**src/rtl/vend_pkg.sv**
```systemverilog
// Shared types, price table and helpers
// for the vending machine controller.
package vend_pkg;

  typedef enum logic [2:0] {
    S_IDLE,
    S_LOOKUP,
    S_COLLECT,
    S_DISPENSE,
    S_CHANGE,
    S_ERROR
  } state_t;

  localparam int CREDIT_W  = 8;
  localparam int ROW_MAX   = 7;
  localparam int DIGIT_MAX = 9;

  typedef logic [CREDIT_W-1:0] cents_t;

  // index 0 is the rightmost entry
  localparam logic [7:0][CREDIT_W-1:0] PRICE_TABLE = {
    8'd200, 8'd150, 8'd150, 8'd125,
    8'd100, 8'd100, 8'd75,  8'd50
  };

  function automatic logic code_valid(
    input logic [11:0] c
  );
    return (c[3:0]  <= 4'(ROW_MAX))
        && (c[7:4]  <= 4'(DIGIT_MAX))
        && (c[11:8] <= 4'(DIGIT_MAX));
  endfunction

  function automatic cents_t sat_add(
    input cents_t a,
    input cents_t b
  );
    logic [CREDIT_W:0] sum;
    sum = {1'b0, a} + {1'b0, b};
    return sum[CREDIT_W] ? '1
                         : sum[CREDIT_W-1:0];
  endfunction

endpackage

```
**src/rtl/vend_machine_controller_if.sv**
```systemverilog
// Keypad, coin and vend signals between
// the front panel and the controller.
interface vend_machine_controller_if;
  import vend_pkg::*;

  logic         check_price;
  logic [11:0]  concat_press;
  logic         coin_valid;
  cents_t       coin_value;
  logic         cancel;
  logic         busy;
  logic         clear;
  logic         dispense;
  logic [11:0]  dispense_code;
  logic         change_valid;
  cents_t       change_amount;
  logic         invalid_code;
  logic         coin_reject;
  cents_t       credit;
  logic [31:0]  cycles;

  modport master (
    output check_price, concat_press,
    output coin_valid, coin_value, cancel,
    input  busy, clear, dispense,
    input  dispense_code, change_valid,
    input  change_amount, invalid_code,
    input  coin_reject, credit, cycles
  );

  modport slave (
    input  check_price, concat_press,
    input  coin_valid, coin_value, cancel,
    output busy, clear, dispense,
    output dispense_code, change_valid,
    output change_amount, invalid_code,
    output coin_reject, credit, cycles
  );

endinterface

```
**src/rtl/vend_price_rom.sv**
```systemverilog
// Registered price lookup: row selects
// the price, the whole code is validated.
module vend_price_rom
  import vend_pkg::*;
(
  input  logic        clk,
  input  logic        reset,
  input  logic        en,
  input  logic [11:0] code,
  output cents_t      price,
  output logic        code_ok
);

  // capture price and validity when a code is accepted
  always_ff @(posedge clk or negedge reset) begin
    if (!reset) begin
      price   <= '0;
      code_ok <= 1'b0;
    end else if (en) begin
      price   <= PRICE_TABLE[code[2:0]];
      code_ok <= code_valid(code);
    end
  end

endmodule

```
**src/rtl/vend_machine_controller.sv**
```systemverilog
// Vending controller: code lookup, coin
// collection, vend, change and refunds.
module vend_machine_controller
  import vend_pkg::*;
#(
  parameter int TIMEOUT_CYCLES = 1000
) (
  input logic clk,
  input logic reset,
  vend_machine_controller_if.slave bus
);

  localparam int TW = (TIMEOUT_CYCLES > 1)
                    ? $clog2(TIMEOUT_CYCLES) : 1;

  state_t       state;
  logic [11:0]  code_q;
  cents_t       price_q;
  cents_t       credit_q;
  logic [TW-1:0] tmo;
  logic [31:0]  cycles_q;

  logic         busy_q;
  logic         clear_q;
  logic         dispense_q;
  logic [11:0]  dcode_q;
  logic         chg_v_q;
  cents_t       chg_amt_q;
  logic         inv_q;
  logic         rej_q;

  logic         rom_en;
  cents_t       rom_price;
  logic         rom_ok;
  cents_t       coin_sum;
  cents_t       credit_in;
  logic         expired;

  assign rom_en = (state == S_IDLE)
               && bus.check_price;

  vend_price_rom u_rom (
    .clk     (clk),
    .reset   (reset),
    .en      (rom_en),
    .code    (bus.concat_press),
    .price   (rom_price),
    .code_ok (rom_ok)
  );

  assign coin_sum  = sat_add(credit_q,
                             bus.coin_value);
  assign credit_in = bus.coin_valid ? coin_sum
                                    : credit_q;
  assign expired   = !bus.coin_valid
    && (tmo == TW'(TIMEOUT_CYCLES - 1));

  // transaction FSM with registered strobes
  always_ff @(posedge clk or negedge reset) begin
    if (!reset) begin
      state      <= S_IDLE;
      code_q     <= '0;
      price_q    <= '0;
      credit_q   <= '0;
      tmo        <= '0;
      cycles_q   <= '0;
      busy_q     <= 1'b0;
      clear_q    <= 1'b0;
      dispense_q <= 1'b0;
      dcode_q    <= '0;
      chg_v_q    <= 1'b0;
      chg_amt_q  <= '0;
      inv_q      <= 1'b0;
      rej_q      <= 1'b0;
    end else begin
      cycles_q   <= cycles_q + 32'd1;
      clear_q    <= 1'b0;
      dispense_q <= 1'b0;
      chg_v_q    <= 1'b0;
      inv_q      <= 1'b0;
      rej_q      <= bus.coin_valid
                 && (state != S_COLLECT);
      unique case (state)
        S_IDLE: begin
          if (bus.check_price) begin
            code_q <= bus.concat_press;
            state  <= S_LOOKUP;
            busy_q <= 1'b1;
          end
        end
        S_LOOKUP: begin
          if (rom_ok) begin
            price_q <= rom_price;
            tmo     <= '0;
            state   <= S_COLLECT;
          end else begin
            state   <= S_ERROR;
          end
        end
        S_ERROR: begin
          inv_q   <= 1'b1;
          clear_q <= 1'b1;
          state   <= S_IDLE;
          busy_q  <= 1'b0;
        end
        S_COLLECT: begin
          if (bus.cancel || expired) begin
            // refund includes a coin landing now
            chg_v_q   <= (credit_in != '0);
            chg_amt_q <= credit_in;
            credit_q  <= '0;
            clear_q   <= 1'b1;
            state     <= S_IDLE;
            busy_q    <= 1'b0;
          end else begin
            credit_q <= credit_in;
            tmo <= bus.coin_valid ? '0
                                  : tmo + 1'b1;
            if (credit_q >= price_q)
              state <= S_DISPENSE;
          end
        end
        S_DISPENSE: begin
          dispense_q <= 1'b1;
          dcode_q    <= code_q;
          state      <= S_CHANGE;
        end
        S_CHANGE: begin
          chg_v_q   <= (credit_q > price_q);
          chg_amt_q <= credit_q - price_q;
          credit_q  <= '0;
          clear_q   <= 1'b1;
          state     <= S_IDLE;
          busy_q    <= 1'b0;
        end
        default: begin
          state  <= S_IDLE;
          busy_q <= 1'b0;
        end
      endcase
    end
  end

  assign bus.busy          = busy_q;
  assign bus.clear         = clear_q;
  assign bus.dispense      = dispense_q;
  assign bus.dispense_code = dcode_q;
  assign bus.change_valid  = chg_v_q;
  assign bus.change_amount = chg_amt_q;
  assign bus.invalid_code  = inv_q;
  assign bus.coin_reject   = rej_q;
  assign bus.credit        = credit_q;
  assign bus.cycles        = cycles_q;

endmodule

```
**src/flat_wrapper.sv**
```systemverilog
// flat-port wrapper written by rule: the top's interface ports become plain ports
module vend_machine_controller_flat import vend_pkg::*;
#(
  parameter int TIMEOUT_CYCLES = 1000
)
  (clk, reset, bus_check_price, bus_concat_press, bus_coin_valid, bus_coin_value, bus_cancel, bus_busy, bus_clear, bus_dispense, bus_dispense_code, bus_change_valid, bus_change_amount, bus_invalid_code, bus_coin_reject, bus_credit, bus_cycles);
  vend_machine_controller_if bus_i ();
  input logic clk;
  input logic reset;
  input wire logic [$bits(bus_i.check_price)-1:0] bus_check_price;
  input wire logic [$bits(bus_i.concat_press)-1:0] bus_concat_press;
  input wire logic [$bits(bus_i.coin_valid)-1:0] bus_coin_valid;
  input wire logic [$bits(bus_i.coin_value)-1:0] bus_coin_value;
  input wire logic [$bits(bus_i.cancel)-1:0] bus_cancel;
  output wire logic [$bits(bus_i.busy)-1:0] bus_busy;
  output wire logic [$bits(bus_i.clear)-1:0] bus_clear;
  output wire logic [$bits(bus_i.dispense)-1:0] bus_dispense;
  output wire logic [$bits(bus_i.dispense_code)-1:0] bus_dispense_code;
  output wire logic [$bits(bus_i.change_valid)-1:0] bus_change_valid;
  output wire logic [$bits(bus_i.change_amount)-1:0] bus_change_amount;
  output wire logic [$bits(bus_i.invalid_code)-1:0] bus_invalid_code;
  output wire logic [$bits(bus_i.coin_reject)-1:0] bus_coin_reject;
  output wire logic [$bits(bus_i.credit)-1:0] bus_credit;
  output wire logic [$bits(bus_i.cycles)-1:0] bus_cycles;
  assign bus_i.check_price = bus_check_price;
  assign bus_i.concat_press = bus_concat_press;
  assign bus_i.coin_valid = bus_coin_valid;
  assign bus_i.coin_value = bus_coin_value;
  assign bus_i.cancel = bus_cancel;
  assign bus_busy = bus_i.busy;
  assign bus_clear = bus_i.clear;
  assign bus_dispense = bus_i.dispense;
  assign bus_dispense_code = bus_i.dispense_code;
  assign bus_change_valid = bus_i.change_valid;
  assign bus_change_amount = bus_i.change_amount;
  assign bus_invalid_code = bus_i.invalid_code;
  assign bus_coin_reject = bus_i.coin_reject;
  assign bus_credit = bus_i.credit;
  assign bus_cycles = bus_i.cycles;
  vend_machine_controller #(.TIMEOUT_CYCLES(TIMEOUT_CYCLES)) u_core (.clk(clk), .reset(reset), .bus(bus_i));
endmodule
```
**config.mk**
```make
export PLATFORM = sky130hd
export DESIGN_NAME = vend_machine_controller_flat
export DESIGN_NICKNAME = d
export VERILOG_FILES = /design/src/rtl/vend_pkg.sv /design/src/rtl/vend_machine_controller_if.sv /design/src/rtl/vend_price_rom.sv /design/src/rtl/vend_machine_controller.sv /design/src/flat_wrapper.sv
export SDC_FILE = /design/constraint.sdc
export NUM_CORES = 1
export LEC_CHECK = 0
export BUFFER_PORTS_ARGS = -buffer_cell sky130_fd_sc_hd__buf_2
export CAP_MARGIN = 10
export CORE_MARGIN = 10
export CORE_UTILIZATION = 30
export CTS_CLUSTER_SIZE = 14
export DETAILED_ROUTE_END_ITERATION = 8
export HOLD_SLACK_MARGIN = 0.05
export PLACE_DENSITY = 0.57
export RECOVER_POWER = 100
export REMOVE_ABC_BUFFERS = 1
export SYNTH_ARGS = -nofsm -noshare
export SYNTH_HDL_FRONTEND = slang
export SYNTH_SLANG_ARGS = --single-unit
export TNS_END_PERCENT = 5
```
**constraint.sdc**
```tcl
create_clock -name clk -period 3.5 [get_ports clk]
set_input_delay 0.175 -clock clk [delete_from_list [all_inputs] [get_ports clk]]
set_output_delay 0.175 -clock clk [all_outputs]
set_load 0.005 [all_outputs]
```
==> impl_metrics.toml <==
[logic_synthesis]
ys_top_cells_by_area = "dfrtp_1 51%, mux2_2 5.1%, o21ai_0 5.0%"
synth_common_cells = "108 x dfrtp_1, 53 x o21ai_0, 47 x nand2_1"
ys_ff_latch = 108
synth_area_per_cell_um2 = 10.4
yosysSeqAreaShare_pct = 50.5
syn-cell-area_um2 = 5350
synth_cell_types = 52
netlist_instances = 512
synthFlopType = "dfrtp_1"
post-synth-top-area-fraction_pct = 50.5
synth_edf_count = 0
synth_top_area_cell = "dfrtp_1"
async_flop_share_pct = 100
yosysWarnings = 0
synth_most_common_cell = "dfrtp_1"

[placed_design]
io_buffer_count = 90
post-place-ws_ns = 0.898
post-dp-hpwl_mm = 9.73
gp_congestion = 0.857

[critical_path]
path_max_fanout = 9
r2r_slack_ns = 0.60
max_stage_delay_ns = 0.45
reg2reg_depth = 9
setup.worst_path.start_class = "flip-flop"
critPathArrivalTime_ns = 3.09
cpMaxStageDelayCell = "dfrtp_1"
critPathKind = "flip-flop to flip-flop"
cpMostUsedCell = "o21ai_0"
cp.required_ns = 3.69
path_cells = "ha_1 > fa_1 > a21o_1 > a21oi_1 > o21ai_0 > o21ai_0 > o211ai_1 > nor4_2 > o22ai_1"
reg2reg_from = "u_core.bus.credit[0]$_DFFE_PN0P_"
critPathCaptureType = "flip-flop"
r2r-end = "u_core.bus.change_valid$_DFF_PN0_"

[drt]
wl_mm = 13.1
num_vias = 4123
via_per_inst = 4.97
drc = 0
first_pass_iters = 5
ant_nets = 0
dr.first_iter.drc_count = 247
post_drt_wl_per_cell_um = 15.8

[global_route]
grt_max_degree = 63
grt_pass1_wl_mm = 22.1
gr-total-overflow = 0
grt_pass1_vias = 4343
grt_usage_pct = 11.2
antenna_found_initial = 0

[sta]
rsz0062_at_grt = "false"
tightestPinTransition_ns = 1.52
max_freq_mhz = 345
post-route-period-util_pct = 82.8
hold_viol_final = 0
slew_viol_final = 63
fin_skew_ns = 0.00967
relSlewSlack_pct = -1.47
fin_setup_tns_ns = 0
worst_slack_ns = 0.601
period_needed_ns = 2.90
setup_viol = 0

[worst_hold_path]
hold_end = "u_core.code_q[10]$_DFFE_PN0P_"
hp-start = "bus_concat_press[10]"
holdPathStages = 2
min_path_type = "primary input to flip-flop"

[clock_network]
clock_path_buffers = 2
numCtsBuffers = 9
root_buffer = "clkbuf_16"
cts_tree = "built"
clock_latency_ns = 0.36
clk_pin_slew_ns = 0.08
cts_resized = 0
htreeDepth = 3
clock_sinks = 108
postCtsSetupRepairBufs = 0

[floorplanning]
die_h_um = 154
core_area_um2 = 17400
die-area_um2 = 23600
ioPinCount = 91
rows = 48
initial_core_util_pct = 30.7
fp.dieW_um = 154

[outcome]
status = "finished, violations left"
violations = "capacitance limit, slew limit"

[flow_run]
maxCapViolCount = 1

[power_and_ir_drop]
power_per_cell_area_nw_per_um2 = 720
leakage_uw = 0.00287
vdd_drop_max_mv = 0.293

[finish]
num_antenna_cells = 0
drive_gt1_share_pct = 12.7
area_delta_synth_final_pct = 17.1
fill_cells = 1796
nNetsFinal = 647
==> kinds of logic after synthesis <==
family | after synthesis | synth area share [%]
and+or+nand+nor | 156 | 14.9
adders and majority gates | 23 | 5.66
muxes | 31 | 6.36
xor gates and xnor gates | 38 | 6.22
buffers and inverters | 43 | 3.27
DFF | 108 | 50.5
AOI/OAI and AO/OA | 113 | 13.0
==> cell type report <==
class / count / area [um^2] / area share (%)
tap: 225 / 282 / 4.49
clock inverter: 7 / 91.3 / 1.46
clock buffer: 9 / 225 / 3.59
timing repair buffer: 95 / 412 / 6.57
inverter: 24 / 90.1 / 1.44
sequential: 108 / 2700 / 43.1
multi-input combinational: 361 / 2460 / 39.3
==> critical path, delay by kind of cell, from the launching register on <==
kind                       cells  cell delay [ns]
AOI/OAI and AO/OA              6             1.31
and+or+nand+nor                1             0.31
adders and majority gates      2             0.66
DFF                            1             0.45
==> through the flow <==
step	total power [uW]	instance area (um^2)	util, %	hold slack (ns)	instances
3_3_place_gp	3490	6030	34.6	0.238	810
5_1_grt	4880	6260	36.0	0.0682	829
2_1_floorplan	2950	5260	-	-0.121	493
6_report	4510	6260	36.0	0.0780	829
3_5_place_dp	3540	6030	34.6	0.254	810
4_1_cts	4620	6370	36.6	0.0658	829
==> metal layers <==
metal	global-route usage, %	up-vias	share of wire [%]
met5	0	-	0
met4	1.98	0	0.51
met3	4.63	8	7.4
met2	17.6	123	47
met1	14.2	2018	45
li1	-	1974	-
==> report_power, final <==
| group | internal [uW] | switching [uW] | total [uW] |
|---|---|---|---|
| registers | 1590 | 249 | 1840 |
| logic | 722 | 900 | 1620 |
| clock network | 518 | 533 | 1050 |
==> layout by cell type (no fill, tap or decap), types with 6 or more instances in the layout <==
cell and n:
nor2_1 21, mux2i_1 7, inv_1 24, clkbuf_1 65, xnor2_1 30, buf_2 25
a21oi_1 21, nand2b_1 10, nor3_1 6, o21ai_0 55, nand4_1 6, ha_1 21
dfrtp_1 108, nand3_1 25, nor2b_1 6, and3_1 16, mux2_2 24, nand2_1 47
xor2_1 8, clkbuf_16 9
==> how the worst max path moves through the flow <==
stage,from,to,cells after the start
after CTS,u_core.bus.credit[0]$_DFFE_PN0P_,u_core.bus.change_valid$_DFF_PN0_,9
after global routing,u_core.bus.credit[0]$_DFFE_PN0P_,u_core.bus.change_valid$_DFF_PN0_,9
after detailed placement,u_core.bus.credit[0]$_DFFE_PN0P_,u_core.bus.change_valid$_DFF_PN0_,9
after global placement,u_core.bus.credit[0]$_DFFE_PN0P_,u_core.bus.change_valid$_DFF_PN0_,9
final,u_core.bus.credit[0]$_DFFE_PN0P_,u_core.bus.change_valid$_DFF_PN0_,9
after floorplan,u_core.bus.credit[0]$_DFFE_PN0P_,u_core.bus.change_valid$_DFF_PN0_,9
==> registers in the layout, indices dropped and copies added, names as in the netlist, 3 cells and up <==
name,flops
u_core.bus.change_amount,8
u_core.bus.credit,8
u_core.bus.cycles,32
u_core.bus.dispense_code,12
u_core.code_q,12
u_core.price_q,8
u_core.state,3
u_core.tmo,10
u_core.u_rom.price,8
==> what timing repair did <==
action,CTS,global route
hold buffers,3,0
hold endpoints to repair,48,0
setup endpoints to repair,0,0
Note: power is estimated with default switching activity, not from simulation.
